<file path="src/rtl/vol_controller.sv">
// vol_controller: owns the playback volume level, turns debounced button
// levels into single and hold-to-repeat steps, and sequences SCI_VOL writes
// through the SCI master's req/ack handshake.
module vol_controller #(
   parameter logic [3:0]  DEFAULT_LEVEL = 4'd4,
   parameter int unsigned HOLD_CYCLES   = 32'd25_000_000,
   parameter int unsigned REPEAT_CYCLES = 32'd5_000_000,
   parameter logic [7:0]  SCI_VOL_ADDR  = 8'h0B
) (
   input  logic        clk,
   input  logic        rst,
   input  logic        btn_up,
   input  logic        btn_down,
   input  logic        mute,
   input  logic        sci_ack,
   output logic        sci_req,
   output logic [7:0]  sci_addr,
   output logic [15:0] sci_data,
   output logic [15:0] vol_word,
   output logic        busy
);

   typedef enum logic [0:0] {
      ST_IDLE = 1'b0,
      ST_REQ  = 1'b1
   } state_t;

   // Result of one button's step/repeat evaluation for a cycle.
   typedef struct packed {
      logic        step;
      logic        inh;
      logic [31:0] cnt;
   } rep_t;

   state_t      state_q, state_d;
   logic [3:0]  level_q, level_d;
   logic        pending_q, pending_d;
   logic        req_q, req_d;
   logic        busy_q, busy_d;
   logic [15:0] data_q, data_d;
   logic [15:0] committed_q, committed_d;
   logic        up_prev_q, dn_prev_q;
   logic        up_inh_q, dn_inh_q;
   logic [31:0] up_cnt_q, dn_cnt_q;
   rep_t        up_r_s, dn_r_s;
   logic [15:0] target_s;

   // A button steps on its rising edge, then after HOLD_CYCLES, then every
   // REPEAT_CYCLES. Once both buttons were held together, the survivor is
   // inhibited until it is released, so stepping only resumes on a new edge.
   function automatic rep_t rep_next(input logic btn, input logic prev,
                                     input logic other, input logic inh,
                                     input logic [31:0] cnt);
      rep_t r;
      r.step = 1'b0;
      r.inh  = inh;
      r.cnt  = 32'd0;
      if (btn && other) begin
         r.inh = 1'b1;
      end else if (!btn) begin
         r.inh = 1'b0;
      end else begin
         r.inh = inh;
      end
      if (btn && !other && !inh) begin
         if (!prev) begin
            r.step = 1'b1;
         end else if (cnt + 32'd1 == HOLD_CYCLES) begin
            // Reload so the next hit lands REPEAT_CYCLES later.
            r.step = 1'b1;
            r.cnt  = HOLD_CYCLES - REPEAT_CYCLES;
         end else begin
            r.cnt = cnt + 32'd1;
         end
      end
      return r;
   endfunction

   assign vol_word = {level_q, 4'h0, level_q, 4'h0};
   assign target_s = mute ? 16'hFEFE : vol_word;
   assign sci_req  = req_q;
   assign sci_data = data_q;
   assign sci_addr = SCI_VOL_ADDR;
   assign busy     = busy_q;

   // Next-state logic: button stepping, level saturation and write sequencing.
   always_comb begin
      up_r_s      = rep_next(btn_up, up_prev_q, btn_down, up_inh_q, up_cnt_q);
      dn_r_s      = rep_next(btn_down, dn_prev_q, btn_up, dn_inh_q, dn_cnt_q);
      level_d     = level_q;
      state_d     = state_q;
      pending_d   = pending_q;
      req_d       = req_q;
      busy_d      = busy_q;
      data_d      = data_q;
      committed_d = committed_q;

      if (up_r_s.step && (level_q != 4'd0)) begin
         level_d = level_q - 4'd1;
      end else if (dn_r_s.step && (level_q != 4'd15)) begin
         level_d = level_q + 4'd1;
      end else begin
         level_d = level_q;
      end

      case (state_q)
         ST_IDLE: begin
            // Only the latest target is sampled, so steps taken while a
            // write was in flight collapse into one follow-up write.
            if (pending_q || (target_s != committed_q)) begin
               data_d    = target_s;
               req_d     = 1'b1;
               busy_d    = 1'b1;
               pending_d = 1'b0;
               state_d   = ST_REQ;
            end else begin
               state_d = ST_IDLE;
            end
         end
         ST_REQ: begin
            if (sci_ack) begin
               committed_d = data_q;
               req_d       = 1'b0;
               busy_d      = 1'b0;
               state_d     = ST_IDLE;
            end else begin
               state_d = ST_REQ;
            end
         end
         default: begin
            req_d   = 1'b0;
            busy_d  = 1'b0;
            state_d = ST_IDLE;
         end
      endcase
   end

   // State registers with synchronous reset; pending forces a first write.
   always_ff @(posedge clk) begin
      if (rst) begin
         state_q     <= ST_IDLE;
         level_q     <= DEFAULT_LEVEL;
         pending_q   <= 1'b1;
         req_q       <= 1'b0;
         busy_q      <= 1'b0;
         data_q      <= 16'h0000;
         committed_q <= 16'h0000;
         up_prev_q   <= 1'b0;
         dn_prev_q   <= 1'b0;
         up_inh_q    <= 1'b0;
         dn_inh_q    <= 1'b0;
         up_cnt_q    <= 32'd0;
         dn_cnt_q    <= 32'd0;
      end else begin
         state_q     <= state_d;
         level_q     <= level_d;
         pending_q   <= pending_d;
         req_q       <= req_d;
         busy_q      <= busy_d;
         data_q      <= data_d;
         committed_q <= committed_d;
         up_prev_q   <= btn_up;
         dn_prev_q   <= btn_down;
         up_inh_q    <= up_r_s.inh;
         dn_inh_q    <= dn_r_s.inh;
         up_cnt_q    <= up_r_s.cnt;
         dn_cnt_q    <= dn_r_s.cnt;
      end
   end

endmodule

</file>
<file path="config.mk">
export PLATFORM = sky130hd
export DESIGN_NAME = vol_controller
export DESIGN_NICKNAME = d
export VERILOG_FILES = /design/src/rtl/vol_controller.sv
export SDC_FILE = /design/constraint.sdc
export NUM_CORES = 1
export LEC_CHECK = 0
export ABC_AREA = 1
export CAP_MARGIN = 20
export CORE_MARGIN = 2
export CORE_UTILIZATION = 55
export CTS_CLUSTER_DIAMETER = 80
export CTS_CLUSTER_SIZE = 16
export DETAILED_ROUTE_END_ITERATION = 6
export PLACE_DENSITY = 0.85
export RECOVER_POWER = 100
export SYNTH_ARGS = -nofsm -noshare
export SYNTH_HDL_FRONTEND = slang
export SYNTH_SLANG_ARGS = --single-unit
export TNS_END_PERCENT = 1
</file>
<file path="constraint.sdc">
create_clock -name clk -period 4.4 [get_ports clk]
set_input_delay 0.88 -clock clk [delete_from_list [all_inputs] [get_ports clk]]
set_output_delay 0.88 -clock clk [all_outputs]
set_load 0.01 [all_outputs]
</file>
Word-level counts from Yosys, hierarchy flattened
Cells that the tools add are included.
{ "totals": {"output_inout_bits": 42, "inputBits": 6, "regBits": 107, "elab_cells": 73} }
{ "op_classes": {"bitwise": 5, "n_mux": 21, "add_sub_neg": 4, "n_eq_ne": 8, "n_reduce_logical": 21} }
{ "op_table": {"columns": ["operator", "n"], "rows": [
  ["adder 32 x 1 -> 32 bit, second input constant", 2],
  ["equality test 32 x 25 -> 1 bit, second input constant", 2],
  ["2-to-1 mux 25 bit", 2],
  ["2-to-1 mux 16 bit", 1],
  ["inequality test 16 bit", 1],
  ["2-to-1 mux 1 bit", 14],
  ["2-to-1 mux 4 bit", 2],
  ["OR reduction 4 bit", 2],
  ["logical AND 1 bit", 7],
  ["AND reduction 2 bit", 3],
  ["OR reduction 3 bit", 2],
  ["NOT 1 bit", 5],
  ["adder 4 x 1 -> 4 bit, second input constant", 1],
  ["zero test 1 bit", 4],
  ["inequality test 2 x 1 -> 1 bit, second input constant", 2],
  ["inequality test 2 bit, second input constant", 2],
  ["inequality test 4 bit, second input constant", 1],
  ["case mux 1 bit (2 select lines)", 2],
  ["nonzero test 4 bit", 1],
  ["subtractor 4 x 1 -> 4 bit, second input constant", 1],
  ["nonzero test 2 bit", 1],
  ["logical OR 1 bit", 1]
]} }

Longest topological paths before layout
{ "logic_depth": {"depth_word": 8, "ltp_mapped": 25, "ltp_nobuf": 25} }

Worst setup path before layout
No wires, ideal clock.
{ "synth_path": {"kind": "register to register", "start": "register up_cnt_q[0]", "end": "register level_q[3]", "t_arrival_ps": 2624, "period_less_slack_ps": 2739, "setup_time_ps": 115, "n_path_buf": 0, "required_ps": 4285, "path_stages_with_launch": 25, "slack_ps": 1661, "path_cell_list": "dfxtp_1 > ha_1 > nand2_2 > nor2_4 > nand2_4 > nor2_4 > nand2_1 > nand2_1 > nand2_1 > nor2_1 > nand2_1 > nor2_2 > nand3_2 > nand2_2 > nand2_4 > inv_1 > ha_1 > nand2_1 > nand2_1 > a31oi_1 > inv_1 > nand2_2 > nand2_2 > a21oi_1 > nor2_1"} }
{ "synth_via": {"elab_chain_len": 7, "elab_cells_between_ends": 8, "classes_between": "add/sub (1); eq/ne (1); mux (4); reduce/logical (2)"} }
{ "synth_rtl": {"columns": ["item", "line_no", "source"], "rows": [
  ["start: declaration", "44", "logic [31:0] up_cnt_q, dn_cnt_q;"],
  ["start signal: assignment", "166", "up_cnt_q <= up_r_s.cnt;"],
  ["adder 32 x 1 -> 32 bit *", "68", "end else if (cnt + 32'd1 == HOLD_CYCLES) begin"],
  ["equality test 32 x 25 -> 1 bit *", "68", null],
  ["2-to-1 mux 1 bit *", "68", null],
  ["2-to-1 mux 1 bit *", "66", "if (!prev) begin"],
  ["2-to-1 mux 1 bit *", "65", "if (btn && !other && !inh) begin"],
  ["logical AND 1 bit *", "98", "if (up_r_s.step && (level_q != 4'd0)) begin"],
  ["2-to-1 mux 4 bit / nonzero test 2 bit (equally long branches)", null, null],
  ["end signal: assignment", "156", "level_q <= level_d;"],
  ["end: declaration", "36", "logic [3:0] level_q, level_d;"]
]} }
Mark *: on every way between the ends. The rest lies on a longest branch, timed or not.
A chain may end at the register's enable or synchronous reset.

Final worst setup path
{ "layout_path": {"start": "register up_cnt_q[10]", "end": "register level_q[3]"} }
The elaborated chain is that of the path after synthesis.

==> out/qor.txt <==
run status: completed
maximum vdd ir drop: 0.198 mV
Routed WL: 10.7 mm
core area: 0.00872 sq mm
Mapped Avg Cell Area: 6.44 sq um
number of CTS-inserted buffers: 9
DRT iter0 DRCs: 260
layout cells sized above 1: 5.28%
Netlist Area Pre-Place: 0.00496 sq mm
Routability Congestion: 0.949
nets@finish: 801
root buf cell: clkbuf_8
Yosys cell types: 33
post_cts resized: 0
initial antenna violation count: 0
Antenna Nets Post-Route: 0
Synth top cells by count: nand2_1, nor2_1, dfxtp_1
CTS Buffer Depth: 2
CTS Hold Bufs: 0
Core Util, Final: 61.2%
top achievable clock speed: 286 MHz
global-route wire length before repair: 18.3 mm
Crit path max-delay family: simple AND/OR/NAND/NOR gates
Setup WS pre-CTS: 1.20 ns
asr flop ratio synth: 0%
cells along the critical path: nand2_1 -> nor2_1 -> nand2_1 -> nor2_1 -> nand2_1 -> nand2_1 -> nand2_1 -> nor2_1 -> nand2_1 -> nor2_1 -> nand3_1 -> nand2_1 -> nand2_4 -> inv_1 -> ha_1 -> nand2_1 -> nand2_1 -> a31oi_1 -> inv_1 -> nand2_1 -> nand2_2 -> a21oi_1 -> nor2_1
P_leak: 2.08 nW
instance count of the mapped netlist: 770
via count: 4634
Tot Pwr: 1.48 mW
overflow left after global routing: 0
HP Class: flip-flop to flip-flop
WP buf/inv: 2
synth top area cells: dfxtp_1, nand2_1, nor2_1
Synth top area share: 34.3%
Clock Skews: 0.0183 ns
reg-to-reg startpoint: up_cnt_q[10]
Max Slew Vio Count: 0
final setup TNS: 0 ns
Worst Min Path Start: up_cnt_q[0]
Crit. Startpoint: up_cnt_q[10]
H-tree depth reported by CTS: 3
CP most frequent cell: nand2_1
post-CTS repair timing setup buffer count: 0
FF+latch area: 0.00170 sq mm
Top FF cell, synth: dfxtp_1
multi-input logic area: 0.00272 sq mm
Synth warnings: 0
Area after DPL: 0.00518 sq mm
sequential share of the synthesized area: 34.3%
critical path peak fanout: 7
worst reg2reg path depth: 23
Required @ worst endpoint: 4.66 ns
DR DRC count: 0
placed insts: 887
cell area after layout: 0.00534 sq mm
CP Capture Type: flip-flop
setup violators final: 0
PnR worst setup slack: 0.907 ns
CP max stage delay: 0.40 ns
Tmin final: 3.49 ns
clk sinks: 85
die width: 98.9 microns
Starting Density: 56.8%
synthesized flop and latch total: 85
RSZ-0062 raised after global routing: false
TritonCTS clock tree: done
Worst Tran Pin Value: 1.08 ns
count leader, synth: nand2_1
clk_lat worst skew: 0.37 ns
register clock-pin slew on the reported worst setup and hold paths: 0.10 ns
number of flops mapped to enable cells by yosys: 0
overall global routing resource usage: 22.6%
Yosys top cell by area: dfxtp_1
Min Hold Slack: 0.471 ns
final clock period utilization by the worst path: 79.4%
worst relative slew slack: 28.1%
WP data arrival: 3.76 ns
I/O pin total: 48
ANT cells: 0
port bufs: 29
detailed-placement wirelength estimate: 8.28 mm
Non-Filler Instances: 903
num rows: 34
Crit. path cell count: 23
Crit-path slowest cell: dfxtp_1
via density per instance: 5.13
WHS Path Cells: 1
pin count of the biggest net entering global routing: 25
DRT Pass-1 Iters: 5
area growth from synthesis to layout: 7.67%
Crit Path Class: flip-flop to flip-flop
drt wl/cell: 11.9 microns
die area: 0.00979 sq mm
max_cap viols: 0
CP Launch Type: flip-flop
Die H: 98.9 microns
number of global-route vias before repair: 4243
power per cell area: 276 mW/mm^2
Fillers: 766
Final Hold Fails: 0
per-layer routing:
layer  up-vias  wire length (microns)  global-route usage [%]
met4         0                    212                    8.96
met3        17                    494                    3.33
met2       123                   5180                    39.0
met5         -                      0                       0
met1      2096                   4850                    28.4
li1       2398                      -                       -
path summary, 6_finish.rpt:
| check | end | slack, ns |
|---|---|---|
| worst max-delay path | level_q[3] | 0.91 |
| worst min-delay path | up_cnt_q[0] | 0.47 |
| worst max register to register | level_q[3] | 0.91 |
| worst min register to register | up_cnt_q[0] | 0.47 |
state kept, by name, indices dropped and copies added (netlist names):
signal,cells
dn_cnt_q,32
up_cnt_q,32
committed_q,5
sci_data,5
level_q,4
busy,1
dn_inh_q,1
dn_prev_q,1
pending_q,1
state_q,1
up_inh_q,1
up_prev_q,1
placed cells by master, fill, tap and decap left out, types with 6 or more instances in the layout:
cell,netlist,layout
nand2_2,8,6
nand4_1,9,10
nor3_1,6,6
nor2_4,8,6
nand3b_1,12,12
o21ai_0,13,13
nor2_1,160,164
dfxtp_1,85,85
nor2_2,8,6
xnor2_1,8,8
o21bai_1,6,6
a21oi_1,32,32
nand2_1,223,225
dlygate4sd3_1,0,28
clkbuf_8,0,9
conb_1,2,18
inv_1,75,75
nand3_1,37,39
xor2_1,13,13
worst reg2reg max path, cell delays in order, from the launching register on:
cell     delay [ns]
dfxtp_1        0.40
nand2_1        0.11
nor2_1         0.25
nand2_1        0.12
nor2_1         0.40
nand2_1        0.10
nand2_1        0.10
nand2_1        0.06
nor2_1         0.09
nand2_1        0.06
nor2_1         0.13
nand3_1        0.18
nand2_1        0.17
nand2_4        0.09
inv_1          0.11
ha_1           0.27
nand2_1        0.09
nand2_1        0.05
a31oi_1        0.18
inv_1          0.07
nand2_1        0.10
nand2_2        0.07
a21oi_1        0.15
nor2_1         0.07
layout make-up:
class                      instances  share of cell area [%]
clock inverter                     7                    1.48
tap                              108                    2.53
multi-input combinational        587                    50.9
timing repair buffer              30                    5.51
clock buffer                       9                    2.32
inverter                          77                    5.41
sequential                        85                    31.9
cells by family (layout without fill, tap and decap cells):
group,after synthesis,count (layout),share of synthesized area (%)
AO/OA/AOI/OAI,58,58,6.36
XOR/XNOR,21,21,3.71
adder cells (fa/ha/maj),5,5,1.41
buffers and inverters,114,123,11.3
flip-flops,85,85,34.3
other,2,18,0.151
AND/OR/NAND/NOR,485,485,42.8
power breakdown:
part / switching, mW / total (mW) / internal [mW] / leakage, nW
clock: 0.329 / 0.553 / 0.224 / 0.102
combinational: 0.0692 / 0.120 / 0.0512 / 1.29
sequential: 0.0171 / 0.801 / 0.784 / 0.689
total: 0.415 / 1.48 / 1.06 / 2.08
(Power assumes the default switching activity.)
